==> src/rtl/one_wire_master_engine_if.sv <==
// Command, byte-stream and open-drain bus signals of the 1-Wire master engine.
// The engine connects through the slave modport; the command issuer uses master.
interface one_wire_master_engine_if #(
  parameter int MAX_BYTES = 8
);
  logic                             cmd_valid;
  logic                             cmd_ready;
  logic [1:0]                       cmd_op;
  logic [$clog2(MAX_BYTES+1)-1:0]   cmd_len;
  logic                             wr_valid;
  logic                             wr_ready;
  logic [7:0]                       wr_data;
  logic                             rx_valid;
  logic [7:0]                       rx_data;
  logic                             done;
  logic                             presence;
  logic                             crc_ok;
  logic                             ow_drive_low;
  logic                             ow_in;

  modport master (
    output cmd_valid, cmd_op, cmd_len, wr_valid, wr_data, ow_in,
    input  cmd_ready, wr_ready, rx_valid, rx_data, done, presence, crc_ok, ow_drive_low
  );

  modport slave (
    input  cmd_valid, cmd_op, cmd_len, wr_valid, wr_data, ow_in,
    output cmd_ready, wr_ready, rx_valid, rx_data, done, presence, crc_ok, ow_drive_low
  );
endinterface

==> src/rtl/one_wire_master_engine.sv <==
// 1-Wire master: reset/presence, write and read slots driven from one command port,
// with byte-level write/read streams and a running Dallas CRC-8 over read data.
module one_wire_master_engine #(
  parameter int TICK_DIV  = 50,
  parameter int MAX_BYTES = 8,
  parameter int T_RST     = 480,
  parameter int T_PRES    = 70,
  parameter int T_SLOT    = 60,
  parameter int T_LOW1    = 6,
  parameter int T_SAMPLE  = 15,
  parameter int T_REC     = 2
) (
  input  logic clk,
  input  logic rst,
  one_wire_master_engine_if.slave bus
);
  localparam int LW   = $clog2(MAX_BYTES + 1);
  localparam int PW   = (TICK_DIV > 1) ? $clog2(TICK_DIV) : 1;
  localparam int TMX1 = (T_RST > T_SLOT) ? T_RST : T_SLOT;
  localparam int TMAX = (TMX1 > T_REC) ? TMX1 : T_REC;
  localparam int TW   = $clog2(TMAX + 1);

  typedef enum logic [2:0] {
    IDLE, RST_LOW, RST_WAIT, BYTE_FETCH, SLOT_LOW, SLOT_REL, SLOT_REC, DONE
  } state_t;

  state_t         state;
  logic [PW-1:0]  presc;
  logic [TW-1:0]  tcnt;
  logic [1:0]     op;
  logic [LW-1:0]  len;
  logic [LW-1:0]  byte_cnt;
  logic [2:0]     bit_cnt;
  logic [7:0]     shreg;
  logic [7:0]     crc;
  logic           tick;
  logic           accept;
  logic           fetch_hs;
  logic           presc_clr;
  logic           is_read;
  logic           long_low;
  logic           last_byte;
  logic [TW-1:0]  low_end;
  logic [LW-1:0]  len_clamped;

  assign tick        = (presc == PW'(TICK_DIV - 1));
  assign accept      = bus.cmd_valid && bus.cmd_ready;
  assign fetch_hs    = (state == BYTE_FETCH) && bus.wr_ready && bus.wr_valid;
  assign presc_clr   = accept || fetch_hs;
  assign is_read     = (op == 2'b10);
  assign long_low    = !is_read && !shreg[0];
  assign low_end     = long_low ? TW'(T_SLOT - 1) : TW'(T_LOW1 - 1);
  assign last_byte   = (byte_cnt == len - LW'(1));
  assign len_clamped = (bus.cmd_len > LW'(MAX_BYTES)) ? LW'(MAX_BYTES) : bus.cmd_len;

  // Free-running prescaler, realigned whenever a slot sequence starts from rest
  // so every slot length is an exact multiple of TICK_DIV.
  always_ff @(posedge clk or posedge rst) begin
    if (rst)                    presc <= '0;
    else if (presc_clr || tick) presc <= '0;
    else                        presc <= presc + PW'(1);
  end

  always_ff @(posedge clk or posedge rst) begin
    if (rst) begin
      state            <= IDLE;
      tcnt             <= '0;
      op               <= '0;
      len              <= '0;
      byte_cnt         <= '0;
      bit_cnt          <= '0;
      shreg            <= '0;
      crc              <= '0;
      bus.cmd_ready    <= 1'b1;
      bus.wr_ready     <= 1'b0;
      bus.rx_valid     <= 1'b0;
      bus.rx_data      <= '0;
      bus.done         <= 1'b0;
      bus.presence     <= 1'b0;
      bus.crc_ok       <= 1'b0;
      bus.ow_drive_low <= 1'b0;
    end else begin
      bus.rx_valid <= 1'b0;
      bus.done     <= 1'b0;
      case (state)
        IDLE: begin
          if (accept) begin
            bus.cmd_ready <= 1'b0;
            op            <= bus.cmd_op;
            len           <= len_clamped;
            tcnt          <= '0;
            byte_cnt      <= '0;
            bit_cnt       <= '0;
            if (bus.cmd_op == 2'b10) crc <= '0;
            if (bus.cmd_op == 2'b00) begin
              state            <= RST_LOW;
              bus.ow_drive_low <= 1'b1;
            end else if (bus.cmd_op == 2'b11 || bus.cmd_len == '0) begin
              state    <= DONE;
              bus.done <= 1'b1;
            end else if (bus.cmd_op == 2'b01) begin
              state <= BYTE_FETCH;
            end else begin
              state            <= SLOT_LOW;
              bus.ow_drive_low <= 1'b1;
            end
          end
        end
        RST_LOW: begin
          if (tick) begin
            if (tcnt == TW'(T_RST - 1)) begin
              tcnt             <= '0;
              state            <= RST_WAIT;
              bus.ow_drive_low <= 1'b0;
            end else begin
              tcnt <= tcnt + TW'(1);
            end
          end
        end
        RST_WAIT: begin
          if (tick) begin
            if (tcnt == TW'(T_PRES - 1)) bus.presence <= ~bus.ow_in;
            if (tcnt == TW'(T_RST - 1)) begin
              tcnt     <= '0;
              state    <= DONE;
              bus.done <= 1'b1;
            end else begin
              tcnt <= tcnt + TW'(1);
            end
          end
        end
        BYTE_FETCH: begin
          if (!bus.wr_ready) begin
            bus.wr_ready <= 1'b1;
          end else if (bus.wr_valid) begin
            bus.wr_ready     <= 1'b0;
            shreg            <= bus.wr_data;
            tcnt             <= '0;
            bit_cnt          <= '0;
            state            <= SLOT_LOW;
            bus.ow_drive_low <= 1'b1;
          end
        end
        // A write-0 holds the bus low for the whole slot, so it skips the released part.
        SLOT_LOW: begin
          if (tick) begin
            if (tcnt == low_end) begin
              bus.ow_drive_low <= 1'b0;
              if (long_low) begin
                state <= SLOT_REC;
                tcnt  <= '0;
              end else begin
                state <= SLOT_REL;
                tcnt  <= tcnt + TW'(1);
              end
            end else begin
              tcnt <= tcnt + TW'(1);
            end
          end
        end
        SLOT_REL: begin
          if (tick) begin
            if (is_read && tcnt == TW'(T_SAMPLE - 1)) begin
              shreg <= {bus.ow_in, shreg[7:1]};
              crc   <= (crc >> 1) ^ ((crc[0] ^ bus.ow_in) ? 8'h8C : 8'h00);
            end
            if (tcnt == TW'(T_SLOT - 1)) begin
              state <= SLOT_REC;
              tcnt  <= '0;
            end else begin
              tcnt <= tcnt + TW'(1);
            end
          end
        end
        SLOT_REC: begin
          if (tick) begin
            if (tcnt == TW'(T_REC - 1)) begin
              tcnt <= '0;
              if (!is_read) shreg <= shreg >> 1;
              if (bit_cnt != 3'd7) begin
                bit_cnt          <= bit_cnt + 3'd1;
                state            <= SLOT_LOW;
                bus.ow_drive_low <= 1'b1;
              end else begin
                bit_cnt  <= '0;
                byte_cnt <= byte_cnt + LW'(1);
                if (is_read) begin
                  bus.rx_data  <= shreg;
                  bus.rx_valid <= 1'b1;
                end
                if (last_byte) begin
                  state    <= DONE;
                  bus.done <= 1'b1;
                  if (is_read) bus.crc_ok <= (crc == 8'h00);
                end else if (is_read) begin
                  state            <= SLOT_LOW;
                  bus.ow_drive_low <= 1'b1;
                end else begin
                  state <= BYTE_FETCH;
                end
              end
            end else begin
              tcnt <= tcnt + TW'(1);
            end
          end
        end
        DONE: begin
          bus.cmd_ready <= 1'b1;
          state         <= IDLE;
        end
        default: state <= IDLE;
      endcase
    end
  end
endmodule

==> src/flat_wrapper.sv <==
// flat-port wrapper written by rule: the top's interface ports become plain ports
module one_wire_master_engine_flat 
#(
  parameter int TICK_DIV  = 50,
  parameter int MAX_BYTES = 8,
  parameter int T_RST     = 480,
  parameter int T_PRES    = 70,
  parameter int T_SLOT    = 60,
  parameter int T_LOW1    = 6,
  parameter int T_SAMPLE  = 15,
  parameter int T_REC     = 2
)
  (clk, rst, bus_cmd_valid, bus_cmd_op, bus_cmd_len, bus_wr_valid, bus_wr_data, bus_ow_in, bus_cmd_ready, bus_wr_ready, bus_rx_valid, bus_rx_data, bus_done, bus_presence, bus_crc_ok, bus_ow_drive_low);
  one_wire_master_engine_if #(.MAX_BYTES(MAX_BYTES)) bus_i ();
  input  logic clk;
  input  logic rst;
  input wire logic [$bits(bus_i.cmd_valid)-1:0] bus_cmd_valid;
  input wire logic [$bits(bus_i.cmd_op)-1:0] bus_cmd_op;
  input wire logic [$bits(bus_i.cmd_len)-1:0] bus_cmd_len;
  input wire logic [$bits(bus_i.wr_valid)-1:0] bus_wr_valid;
  input wire logic [$bits(bus_i.wr_data)-1:0] bus_wr_data;
  input wire logic [$bits(bus_i.ow_in)-1:0] bus_ow_in;
  output wire logic [$bits(bus_i.cmd_ready)-1:0] bus_cmd_ready;
  output wire logic [$bits(bus_i.wr_ready)-1:0] bus_wr_ready;
  output wire logic [$bits(bus_i.rx_valid)-1:0] bus_rx_valid;
  output wire logic [$bits(bus_i.rx_data)-1:0] bus_rx_data;
  output wire logic [$bits(bus_i.done)-1:0] bus_done;
  output wire logic [$bits(bus_i.presence)-1:0] bus_presence;
  output wire logic [$bits(bus_i.crc_ok)-1:0] bus_crc_ok;
  output wire logic [$bits(bus_i.ow_drive_low)-1:0] bus_ow_drive_low;
  assign bus_i.cmd_valid = bus_cmd_valid;
  assign bus_i.cmd_op = bus_cmd_op;
  assign bus_i.cmd_len = bus_cmd_len;
  assign bus_i.wr_valid = bus_wr_valid;
  assign bus_i.wr_data = bus_wr_data;
  assign bus_i.ow_in = bus_ow_in;
  assign bus_cmd_ready = bus_i.cmd_ready;
  assign bus_wr_ready = bus_i.wr_ready;
  assign bus_rx_valid = bus_i.rx_valid;
  assign bus_rx_data = bus_i.rx_data;
  assign bus_done = bus_i.done;
  assign bus_presence = bus_i.presence;
  assign bus_crc_ok = bus_i.crc_ok;
  assign bus_ow_drive_low = bus_i.ow_drive_low;
  one_wire_master_engine #(.TICK_DIV(TICK_DIV), .MAX_BYTES(MAX_BYTES), .T_RST(T_RST), .T_PRES(T_PRES), .T_SLOT(T_SLOT), .T_LOW1(T_LOW1), .T_SAMPLE(T_SAMPLE), .T_REC(T_REC)) u_core (.clk(clk), .rst(rst), .bus(bus_i));
endmodule
==> config.mk <==
export PLATFORM = sky130hd
export DESIGN_NAME = one_wire_master_engine_flat
export DESIGN_NICKNAME = d
export VERILOG_FILES = /design/src/rtl/one_wire_master_engine_if.sv /design/src/rtl/one_wire_master_engine.sv /design/src/flat_wrapper.sv
export SDC_FILE = /design/constraint.sdc
export NUM_CORES = 1
export LEC_CHECK = 0
export CORE_MARGIN = 1.5
export CORE_UTILIZATION = 45
export DETAILED_ROUTE_END_ITERATION = 16
export PLACE_DENSITY = 0.66
export SLEW_MARGIN = 5
export SYNTH_ARGS = -nofsm -noshare
export SYNTH_HDL_FRONTEND = slang
export SYNTH_SLANG_ARGS = --single-unit
==> constraint.sdc <==
create_clock -name clk -period 3.2 [get_ports clk]
set_input_delay 0.48 -clock clk [delete_from_list [all_inputs] [get_ports clk]]
set_output_delay 0.48 -clock clk [all_outputs]
set_load 0.03 [all_outputs]
==> key figures <==
Logic synthesis
  – Most numerous cell in the Yosys netlist: dfrtp_1
  – Most used DFF post-synth: dfrtp_1
  – Synth Area in Simple Gates: 19.6%
  – Sequential element share of the synthesized area: 44.5%
  – Flops & latches, synth: just over 60
  – Share of the synthesized area in the top cell type: 43.8%
  – Post-Syn Instances: 354
  – Syn. warnings: 0
  – Mux share of post-synthesis cell area: a little under a tenth
  – Synth top area cells: dfrtp_1, mux2_2, nor2_1, a22o_1, nand2_1
  – Xor/xnor cell area share of the yosys netlist: ~4.8%
  – Yosys top cell by area: dfrtp_1
  – Syn_nets: ~380
  – Mapped Area: 3490 um^2
  – Post-Syn Area per Cell: slightly below 10 um^2
  – Area share of fa/ha/maj cells after synthesis: 3.52%
  – Commonest cells post-synth: dfrtp_1, nor2_1, nand2_1
  – Synth async-reset ratio: 100%
  – Compound-cell area share of the yosys netlist: 14.7%
  – Yosys cell types: 57
  – EDFF count, synth: 0
  – Main combinational cell family by area after synthesis: simple AND/OR/NAND/NOR gates

Clock tree
  – CTS tree: built
  – Clk_lat worst skew: 0.35 ns
  – Clock slew at reported path FFs: ~0.07 ns
  – Setup bufs post-CTS: 0
  – H-tree lvl count: 3
  – CTS Root Cell: clkbuf_8
  – Total CTS buffers: 9
  – Worst-case clock buffer depth: 2
  – Cts hold-fix bufs: 0
  – Clock Sinks: 62
  – Post-CTS Resized: 0

Detailed routing
  – Drt total wl: between 7000 and 8000 um
  – Met3 WL post-DR: 456 um
  – Routed vias: 2,722
  – Via-per-instance ratio: between 5 and 6
  – Top sig layer: met4
  – Wire per inst: 16.0 um
  – TritonRoute pass-1 iters: 5
  – Remaining antenna violation count: 0
  – Wl on met1: ~3700 um
  – DRC Markers: 0
  – Met2 WL: 3520 um
  – Initial drt markers: 215

Cells and area
  – Layout Cells excl Fill: 493
  – Final net count: 418
  – Layout area overhead: 17.9%
  – Layout cells sized above 1: between 10 and 15%
  – Design area: 4110 um^2
  – Final Util: a little under three fifths
  – Antenna cell count: 0

Critical path
  – Crit-path leading delay family: flip-flops
  – Worst Path Max Fanout: 19
  – Startpoint types: register
  – Cell Chain, Critical Path: nand2_1, nor2_1, nand2_1, a2111oi_4, mux2_2
  – Reg2Reg Depth: 5
  – CP Depth: 5
  – WP data arrival: between 2 and 3 ns
  – Most used cell along the critical path: nand2_1
  – Slowest stage delay, CP: ~0.73 ns
  – Slowest cell on the critical path: dfrtp_1
  – Required @ worst endpoint: 3.43 ns
  – CP bufs+invs: 0
  – Crit. End Element: register
  – CP Class: reg -> reg

Placed design
  – Cell Area, Placed: 3920 um^2
  – Placed Cells: 478
  – DP Worst Slack: 0.577 ns
  – Input/output buffers: 33
  – DPL Wire Length: 5710 um
  – Gp weighted congestion: about 0.94

STA
  – Max_slew headroom: 49.5%
  – Final Slew Violations: 0
  – Hold Violations, Final: 0
  – Hold slack: 0.467 ns
  – Worst-Margin Slew: 0.754 ns
  – Tcrit/Tclk final: 81.4%
  – Unrepaired setup endpoints after global routing: false
  – Setup Viol. Count Final: 0
  – Tmin final: 2.61 ns
  – FMAX: 0.384 GHz
  – Setup Skew: approximately 0.0074 ns
  – Setup_tns: 0 ns
  – Setup ws final: around 0.59 ns

Global routing
  – Global-route wire length before repair: 13,400 um
  – Total track usage: 20.6%
  – Initial antenna violation count: 0
  – Largest net degree at the start of global routing: 43
  – Vias in the first global route: 2,681
  – Global route overflow: 0

Pwr
  – IR drop worst, VDD: 0.000240 V
  – Psw: 0.331 mW
  – Sw Share: roughly 22%
  – Total Power: 1.52 mW
  – Gate power share: 3.8%
  – Internal cell power: 1.19 mW
  – Part of the power in registers: 51.7%
  – Clock power share: 44.6%
  – Leakage: ~1.9 nW
  – Pwr Density: 369 nW/um^2

Floorplan
  – Total core area: 7370 um^2
  – Die W: 91.0 um
  – Io pins: 34
  – DIE AREA: 8280 um^2
  – Die Ht: 91.0 um
  – Starting Density: 47.3%
  – Cell Rows: 31

Job
  – Max cap viols: 0

Outcome
  – Status: finished, final reports clean

Hold path
  – Hold WC Path Type: in -> async
-- layout by cell type (no fill, tap or decap), types with 13 or more instances in the layout --
| cell type | Yosys | final |
|---|---|---|
| a22o_1 | 14 | 14 |
| inv_1 | 14 | 13 |
| nor2_1 | 38 | 38 |
| clkdlybuf4s50_1 | 0 | 33 |
| nand2_1 | 32 | 32 |
| nand3_1 | 14 | 14 |
| a21oi_1 | 14 | 14 |
| dfrtp_1 | 61 | 61 |
| mux2_2 | 25 | 25 |
| o21ai_0 | 17 | 17 |
-- worst reg2reg max path, stage by stage, from the launching register on --
cell and delay (ns):
dfrtp_1 0.73, nand2_1 0.20, nor2_1 0.26, nand2_1 0.20, a2111oi_4 0.70, mux2_2 0.41
-- cell families (layout without fill, tap and decap cells) --
| family | after synthesis | after routing |
|---|---|---|
| DFF | 62 | 62 |
| xor gates and xnor gates | 19 | 19 |
| and+or+nand+nor | 134 | 134 |
| muxes | 29 | 29 |
| adders and majority gates | 10 | 10 |
| AOI/OAI and AO/OA | 72 | 72 |
| buffers and inverters | 28 | 68 |
-- metal layers --
| layer | global-route usage [%] | vias to the layer above |
|---|---|---|
| li1 | - | 1339 |
| met1 | 27.9 | 1291 |
| met2 | 29.9 | 78 |
| met3 | 5.95 | 14 |
| met4 | 10.2 | 0 |
| met5 | 0 | - |
-- sequential cells by signal (all words and copies together) (netlist names), 2 cells and up --
name / count
u_core.bit_cnt: 3
u_core.bus.rx_data: 8
u_core.byte_cnt: 4
u_core.crc: 8
u_core.len: 4
u_core.op: 2
u_core.presc: 6
u_core.shreg: 8
u_core.state: 3
u_core.tcnt: 9
-- final cells by class --
| type | instances | area (um^2) |
|---|---|---|
| fillers | 667 | 3260 |
| multi-input cells | 264 | 1810 |
| flip-flops and latches | 62 | 1550 |
| repair buffers | 38 | 380 |
| clock buffers | 11 | 141 |
| well taps | 99 | 124 |
| inverters | 15 | 56.3 |
| clock inverters | 4 | 47.5 |
-- final timing paths --
check | from | to | slack, ns
worst min register to register | u_core.bus.rx_data[2] | u_core.bus.rx_data[2] | 0.50
max in group asynchronous | rst | u_core.byte_cnt[3] | 2.16
worst max-delay path | u_core.state[0] | u_core.shreg[4] | 0.59
min in group clk | u_core.bus.rx_data[2] | u_core.bus.rx_data[2] | 0.50
worst max register to register | u_core.state[0] | u_core.shreg[4] | 0.59
worst min-delay path | rst | u_core.tcnt[8] | 0.47
-- power by group through the flow --
stage	clock (mW)	combinational [mW]	sequential [mW]
3_3_place_gp	0	0.0590	0.799
6_report	0.677	0.0570	0.785
2_1_floorplan	0	0.0231	0.799
3_5_place_dp	0	0.0588	0.799
5_1_grt	0.729	0.0644	0.784
4_1_cts	0.690	0.0591	0.785
No activity file was read; power rests on OpenSTA's default activity.
